## src/rtl/sound_cue_arbiter.sv

```systemverilog
// sound_cue_arbiter: shares one sound-board interface (snd_reset + 6-bit selection)
// among N_REQ requesters. Strobes are captured into per-requester pending flags and
// served in fixed priority (index 0 highest) as a reset pulse, hold, and silent gap.
module sound_cue_arbiter #(
    parameter int N_REQ       = 4,
    parameter int CNT_W       = 24,
    parameter int RST_CYCLES  = 1000,
    parameter int HOLD_CYCLES = 2000000,
    parameter int GAP_CYCLES  = 500,
    parameter int PREEMPT     = 1
) (
    input  logic               PCLK,
    input  logic               PRESERN,
    input  logic [N_REQ-1:0]   req_pulse,
    input  logic [6*N_REQ-1:0] req_cue,
    output logic               snd_reset,
    output logic [5:0]         snd_selection,
    output logic [N_REQ-1:0]   grant,
    output logic               busy,
    output logic               dropped
);

    localparam int OWN_W = (N_REQ > 1) ? $clog2(N_REQ) : 1;
    localparam logic [5:0] SEL_IDLE = 6'b111111;

    typedef enum logic [1:0] {
        S_IDLE = 2'd0,
        S_RST  = 2'd1,
        S_PLAY = 2'd2,
        S_GAP  = 2'd3
    } state_t;

    // input capture stage, pending flags and stored cue codes
    logic [N_REQ-1:0]   r_cap_pulse;
    logic [6*N_REQ-1:0] r_cap_cue;
    logic [N_REQ-1:0]   r_pending;
    logic [6*N_REQ-1:0] r_cue_q;
    logic               r_dropped;

    // sequencer state and registered board outputs
    state_t             r_state;
    logic [CNT_W-1:0]   r_cnt;
    logic [OWN_W-1:0]   r_owner;
    logic               r_snd_reset;
    logic [5:0]         r_sel;
    logic [N_REQ-1:0]   r_grant;

    logic [N_REQ-1:0]   w_pending_next;
    logic [6*N_REQ-1:0] w_cue_next;
    logic [N_REQ-1:0]   w_clear;
    logic               w_pick_any;
    logic [OWN_W-1:0]   w_pick_idx;
    logic [5:0]         w_pick_cue;
    logic               w_start;
    state_t             w_state_next;
    logic [CNT_W-1:0]   w_cnt_next;
    logic [OWN_W-1:0]   w_owner_next;
    logic               w_snd_reset_next;
    logic [5:0]         w_sel_next;
    logic [N_REQ-1:0]   w_grant_next;

    // A fresh strobe always wins over the arbiter clearing the same requester.
    genvar gi;
    generate
        for (gi = 0; gi < N_REQ; gi++) begin : g_req
            assign w_pending_next[gi] = r_cap_pulse[gi] | (r_pending[gi] & ~w_clear[gi]);
            assign w_cue_next[6*gi +: 6] = r_cap_pulse[gi] ? r_cap_cue[6*gi +: 6]
                                                             : r_cue_q[6*gi +: 6];
        end
    endgenerate

    // Find the lowest-index (highest-priority) pending requester and its cue.
    always_comb begin
        w_pick_any = 1'b0;
        w_pick_idx = '0;
        w_pick_cue = SEL_IDLE;
        for (int i = N_REQ - 1; i >= 0; i--) begin
            if (r_pending[i]) begin
                w_pick_any = 1'b1;
                w_pick_idx = OWN_W'(i);
                w_pick_cue = r_cue_q[6*i +: 6];
            end
        end
    end

    // Next-state and next-output logic of the playback sequencer.
    always_comb begin
        w_state_next     = r_state;
        w_cnt_next       = r_cnt;
        w_owner_next     = r_owner;
        w_snd_reset_next = r_snd_reset;
        w_sel_next       = r_sel;
        w_grant_next     = r_grant;
        w_start          = 1'b0;
        w_clear          = '0;
        case (r_state)
            S_IDLE: begin
                if (w_pick_any) w_start = 1'b1;
            end
            S_RST: begin
                if (r_cnt == '0) begin
                    w_snd_reset_next = 1'b0;
                    w_cnt_next       = CNT_W'(HOLD_CYCLES - 1);
                    w_state_next     = S_PLAY;
                end else begin
                    w_cnt_next = r_cnt - 1'b1;
                end
            end
            S_PLAY: begin
                // a higher-priority request aborts this cue; the aborted cue is lost
                if ((PREEMPT != 0) && w_pick_any && (w_pick_idx < r_owner)) begin
                    w_start = 1'b1;
                end else if (r_cnt == '0) begin
                    w_sel_next   = SEL_IDLE;
                    w_grant_next = '0;
                    w_cnt_next   = CNT_W'(GAP_CYCLES - 1);
                    w_state_next = S_GAP;
                end else begin
                    w_cnt_next = r_cnt - 1'b1;
                end
            end
            S_GAP: begin
                if (r_cnt == '0) begin
                    w_state_next = S_IDLE;
                end else begin
                    w_cnt_next = r_cnt - 1'b1;
                end
            end
            default: begin
                w_state_next = S_IDLE;
            end
        endcase
        if (w_start) begin
            w_clear          = N_REQ'(1) << w_pick_idx;
            w_owner_next     = w_pick_idx;
            w_sel_next       = w_pick_cue;
            w_snd_reset_next = 1'b1;
            w_grant_next     = N_REQ'(1) << w_pick_idx;
            w_cnt_next       = CNT_W'(RST_CYCLES - 1);
            w_state_next     = S_RST;
        end
    end

    // All state registers; reset aborts any cue in progress immediately.
    always_ff @(posedge PCLK) begin
        if (!PRESERN) begin
            r_cap_pulse <= '0;
            r_cap_cue   <= '0;
            r_pending   <= '0;
            r_cue_q     <= '0;
            r_dropped   <= 1'b0;
            r_state     <= S_IDLE;
            r_cnt       <= '0;
            r_owner     <= '0;
            r_snd_reset <= 1'b0;
            r_sel       <= SEL_IDLE;
            r_grant     <= '0;
        end else begin
            r_cap_pulse <= req_pulse;
            r_cap_cue   <= req_cue;
            r_pending   <= w_pending_next;
            r_cue_q     <= w_cue_next;
            r_dropped   <= |(r_cap_pulse & r_pending);
            r_state     <= w_state_next;
            r_cnt       <= w_cnt_next;
            r_owner     <= w_owner_next;
            r_snd_reset <= w_snd_reset_next;
            r_sel       <= w_sel_next;
            r_grant     <= w_grant_next;
        end
    end

    assign snd_reset     = r_snd_reset;
    assign snd_selection = r_sel;
    assign grant         = r_grant;
    assign busy          = (r_state != S_IDLE);
    assign dropped       = r_dropped;

endmodule
```

## config.mk

```make
export PLATFORM = sky130hd
export DESIGN_NAME = sound_cue_arbiter
export DESIGN_NICKNAME = d
export VERILOG_FILES = /design/src/rtl/sound_cue_arbiter.sv
export SDC_FILE = /design/constraint.sdc
export NUM_CORES = 1
export LEC_CHECK = 0
export CAP_MARGIN = 20
export CORE_ASPECT_RATIO = 0.6
export CORE_UTILIZATION = 51
export DETAILED_ROUTE_END_ITERATION = 7
export GPL_TIMING_DRIVEN = 0
export PLACE_DENSITY = 0.79
export SKIP_LAST_GASP = 1
export SLEW_MARGIN = 40
export SYNTH_ARGS = -nofsm -noshare
export SYNTH_HDL_FRONTEND = slang
export SYNTH_SLANG_ARGS = --single-unit
```

## constraint.sdc

```tcl
create_clock -name PCLK -period 2.95 [get_ports PCLK]
set_input_delay 0.59 -clock PCLK [delete_from_list [all_inputs] [get_ports PCLK]]
set_output_delay 0.59 -clock PCLK [all_outputs]
set_load 0.01 [all_outputs]
```

==> results_dict.tcl <==
set metrics [dict create \
    syn_nets 497 \
    coreArea_sq_um 7883 \
    critPathMaxFanout 10 \
    wl_per_cell_microns 17.35 \
    async_flop_share_pct 0 \
    rsz0062_at_grt "false" \
    core.rowCount 25 \
    period_needed_ns 2.819 \
    synth_compound_area_share_pct 19.19 \
    drive_gt1_share_pct 9.387 \
    yosysMostFrequentCell "dfxtp_1" \
    post_synth.cell_area_avg_sq_um 8.980 \
    path_class "flop to flop" \
    cp.arrival_ns 3.04 \
    num_vias 3768 \
    grt_pass1_wl_microns 17370 \
    end_kind "flop" \
    yosys.area.top_type_share_pct 46.13 \
    grt_pass1_vias 3272 \
    yosysSeqAreaShare_pct 46.13 \
    synth_xor_area_share_pct 0.6306 \
    root_buffer "clkbuf_16" \
    worstMarginPinSlew_ns 0.8320 \
    final_nets 550 \
    cts.clk_slew.worst_paths_ns 0.07 \
    synth-adder-area-share_pct 0.9009 \
    hold_viol 0 \
    hold_ws_ns 0.4764 \
    post-place-cells 614 \
    cts-buffers-inserted 9 \
    vdd_drop_max_mv 0.3341 \
    synth_area_sq_um 4166 \
    powerDensity_nw_per_um2 681.8 \
    clock_path_buffers 2 \
    critical_path_buf_inv_count 3 \
    period_share_pct 95.57 \
    skew_ns 0.008073 \
    drc_errors 0 \
    die-width_microns 118.7 \
    ctsHoldBuffers 0 \
    synth_ff_type "dfxtp_1" \
    final_cells 630 \
    required_ns 3.17 \
    start_util_pct 52.86 \
    cp_top_family "compound AO/OA/AOI/OAI gates" \
    ioPinCount 43 \
    antenna_found_initial 0 \
    syn_inst 464 \
    hold_path_class "flop to flop" \
    maxClockFrequency_ghz 0.3547 \
    status "complete, no violations" \
    p_leak_nw 1.873 \
    antenna_cells 0 \
    drt-total-wl_microns 10930 \
    dieArea_sq_um 8547 \
    start_kind "flop" \
    synth_top_family_by_area "simple AND/OR/NAND/NOR gates" \
    drv_slew 0 \
    yosys.cell_types.count 51 \
    synth_area_leaders "dfxtp_1, mux2i_1, nor2_1, and2_1, a21oi_1" \
    clk_latency_ns 0.34 \
    dp_hpwl_microns 7755 \
    yosys.area_share.simple_pct 23.06 \
    port_buffers 42 \
    maxSlewHeadroom_pct 44.11 \
    setup_viol 0 \
    fin_ws_ns 0.1308 \
    drt_first_pass_iters 5 \
    cts.sinks 96 \
    synth_edf_count 0 \
    maxCapViolCount 0 \
    synth_area_leader_cell "dfxtp_1" \
    syn_to_final_growth_pct 23.24 \
    synth_common_cells "dfxtp_1, nor2_1, a21oi_1, and2_1" \
    grtUsageTotal_pct 26.41 \
    gp_congestion 0.9428 \
    die_h_microns 72.01 \
    critPathMaxStageDelay_ns 0.44 \
    dp_slack_ns -0.9095 \
    synthMuxAreaShare_pct 5.766 \
    overflow 0 \
    yosys_warnings 0 \
    grt_max_degree 18 \
    ys_ff_latch 96 \
    nFillCells 648 \
    htreeDepth 3 \
    crit_slowest_cell "o31ai_1" \
    critical_path.cell_chain "clkbuf_2 -> o21ai_2 -> inv_1 -> ha_1 -> nor2b_1 -> o21a_1 -> o31ai_1 -> buf_2 -> o21bai_4 -> a21oi_1" \
    ant_nets 0 \
    cts_tree "done" \
    via_per_inst 5.981 \
    drtIter0Drc 466 \
]
-- worst reg2reg max path, cell delays in order, from the launching register on --
cell	delay, ns
dfxtp_1	0.39
clkbuf_2	0.22
o21ai_2	0.25
inv_1	0.07
ha_1	0.31
nor2b_1	0.14
o21a_1	0.19
o31ai_1	0.44
buf_2	0.36
o21bai_4	0.23
a21oi_1	0.10
-- registers in the layout, summed over array words and instances, names as in the netlist, 2 cells and up --
| signal | count |
|---|---|
| r_cap_cue | 24 |
| r_cnt | 24 |
| r_cue_q | 24 |
| snd_selection | 6 |
| grant | 4 |
| r_cap_pulse | 4 |
| r_pending | 4 |
| r_owner | 2 |
| r_state | 2 |
-- cell families after synthesis --
group,after synthesis
XOR/XNOR,3
multiplexers,24
adder cells (fa/ha/maj),3
AO/OA/AOI/OAI,115
flip-flops,96
AND/OR/NAND/NOR,176
buffers and inverters,47
-- layout by cell type, fill, tap and decap left out, drive strengths merged, types with 12 or more instances in the layout --
cell type       n
mux2i          24
dfxtp          96
a21oi          30
or4            15
nor2           53
o21ai          15
clkdlybuf4s50  42
nand3          12
nand2          16
and2           29
nor3           12
clkbuf         29
inv            20
-- layout make-up --
type | count | area [sq um] | area share, %
well taps | 108 | 135.1 | 2.632
clock buffers | 9 | 225.2 | 4.386
inverters | 18 | 67.56 | 1.316
multi-input cells | 321 | 2121 | 41.30
repair buffers | 46 | 450.4 | 8.772
plain buffers | 25 | 111.4 | 2.169
clock inverters | 7 | 102.6 | 1.998
flip-flops and latches | 96 | 1922 | 37.43
-- metal layers --
metal / part of all wire, % / vias up / global-route usage (%)
met1: 49 / 1768 / 41.11
met4: 1.2 / 0 / 7.595
met3: 11 / 14 / 6.682
met5: 0 / - / 0
li1: - / 1803 / -
met2: 39 / 183 / 35.02
-- final timing paths --
kind / start / end / slack (ns) / cells after the start
worst max register to register: r_pending[2]$_SDFF_PN0_ / r_cnt[14]$_SDFFE_PP0P_ / 0.13 / 10
worst min-delay path: r_cap_cue[2]$_SDFF_PN0_ / r_cue_q[2]$_SDFFE_PN0P_ / 0.48 / 2
worst min register to register: r_cap_cue[2]$_SDFF_PN0_ / r_cue_q[2]$_SDFFE_PN0P_ / 0.48 / 2
worst max-delay path: r_pending[2]$_SDFF_PN0_ / r_cnt[14]$_SDFFE_PP0P_ / 0.13 / 10
-- through the flow --
step | setup TNS (ns) | cell area [sq um] | power (mW) | utilization, %
final | 0 | 5135 | 3.501 | 65.14
after global routing | 0 | 5135 | 3.640 | 65.14
after CTS | 0 | 5102 | 3.478 | 64.73
after detailed placement | -17.98 | 4728 | 2.200 | 59.98
after global placement | -16.24 | 4722 | 2.187 | 59.90
after floorplan | 0 | 4167 | 1.954 | -
-- what timing repair did --
item,in CTS,in global routing
setup buffers,0,4
pin swaps,0,1
gates resized for setup,14,8
endpoints found under the setup margin,38,32
-- power breakdown --
part	internal [mW]	total [mW]	switching [mW]
Sequential	1.38	1.46	0.0804
Clock	0.753	1.27	0.512
Combinational	0.320	0.771	0.451
No activity file was read; power rests on OpenSTA's default activity.
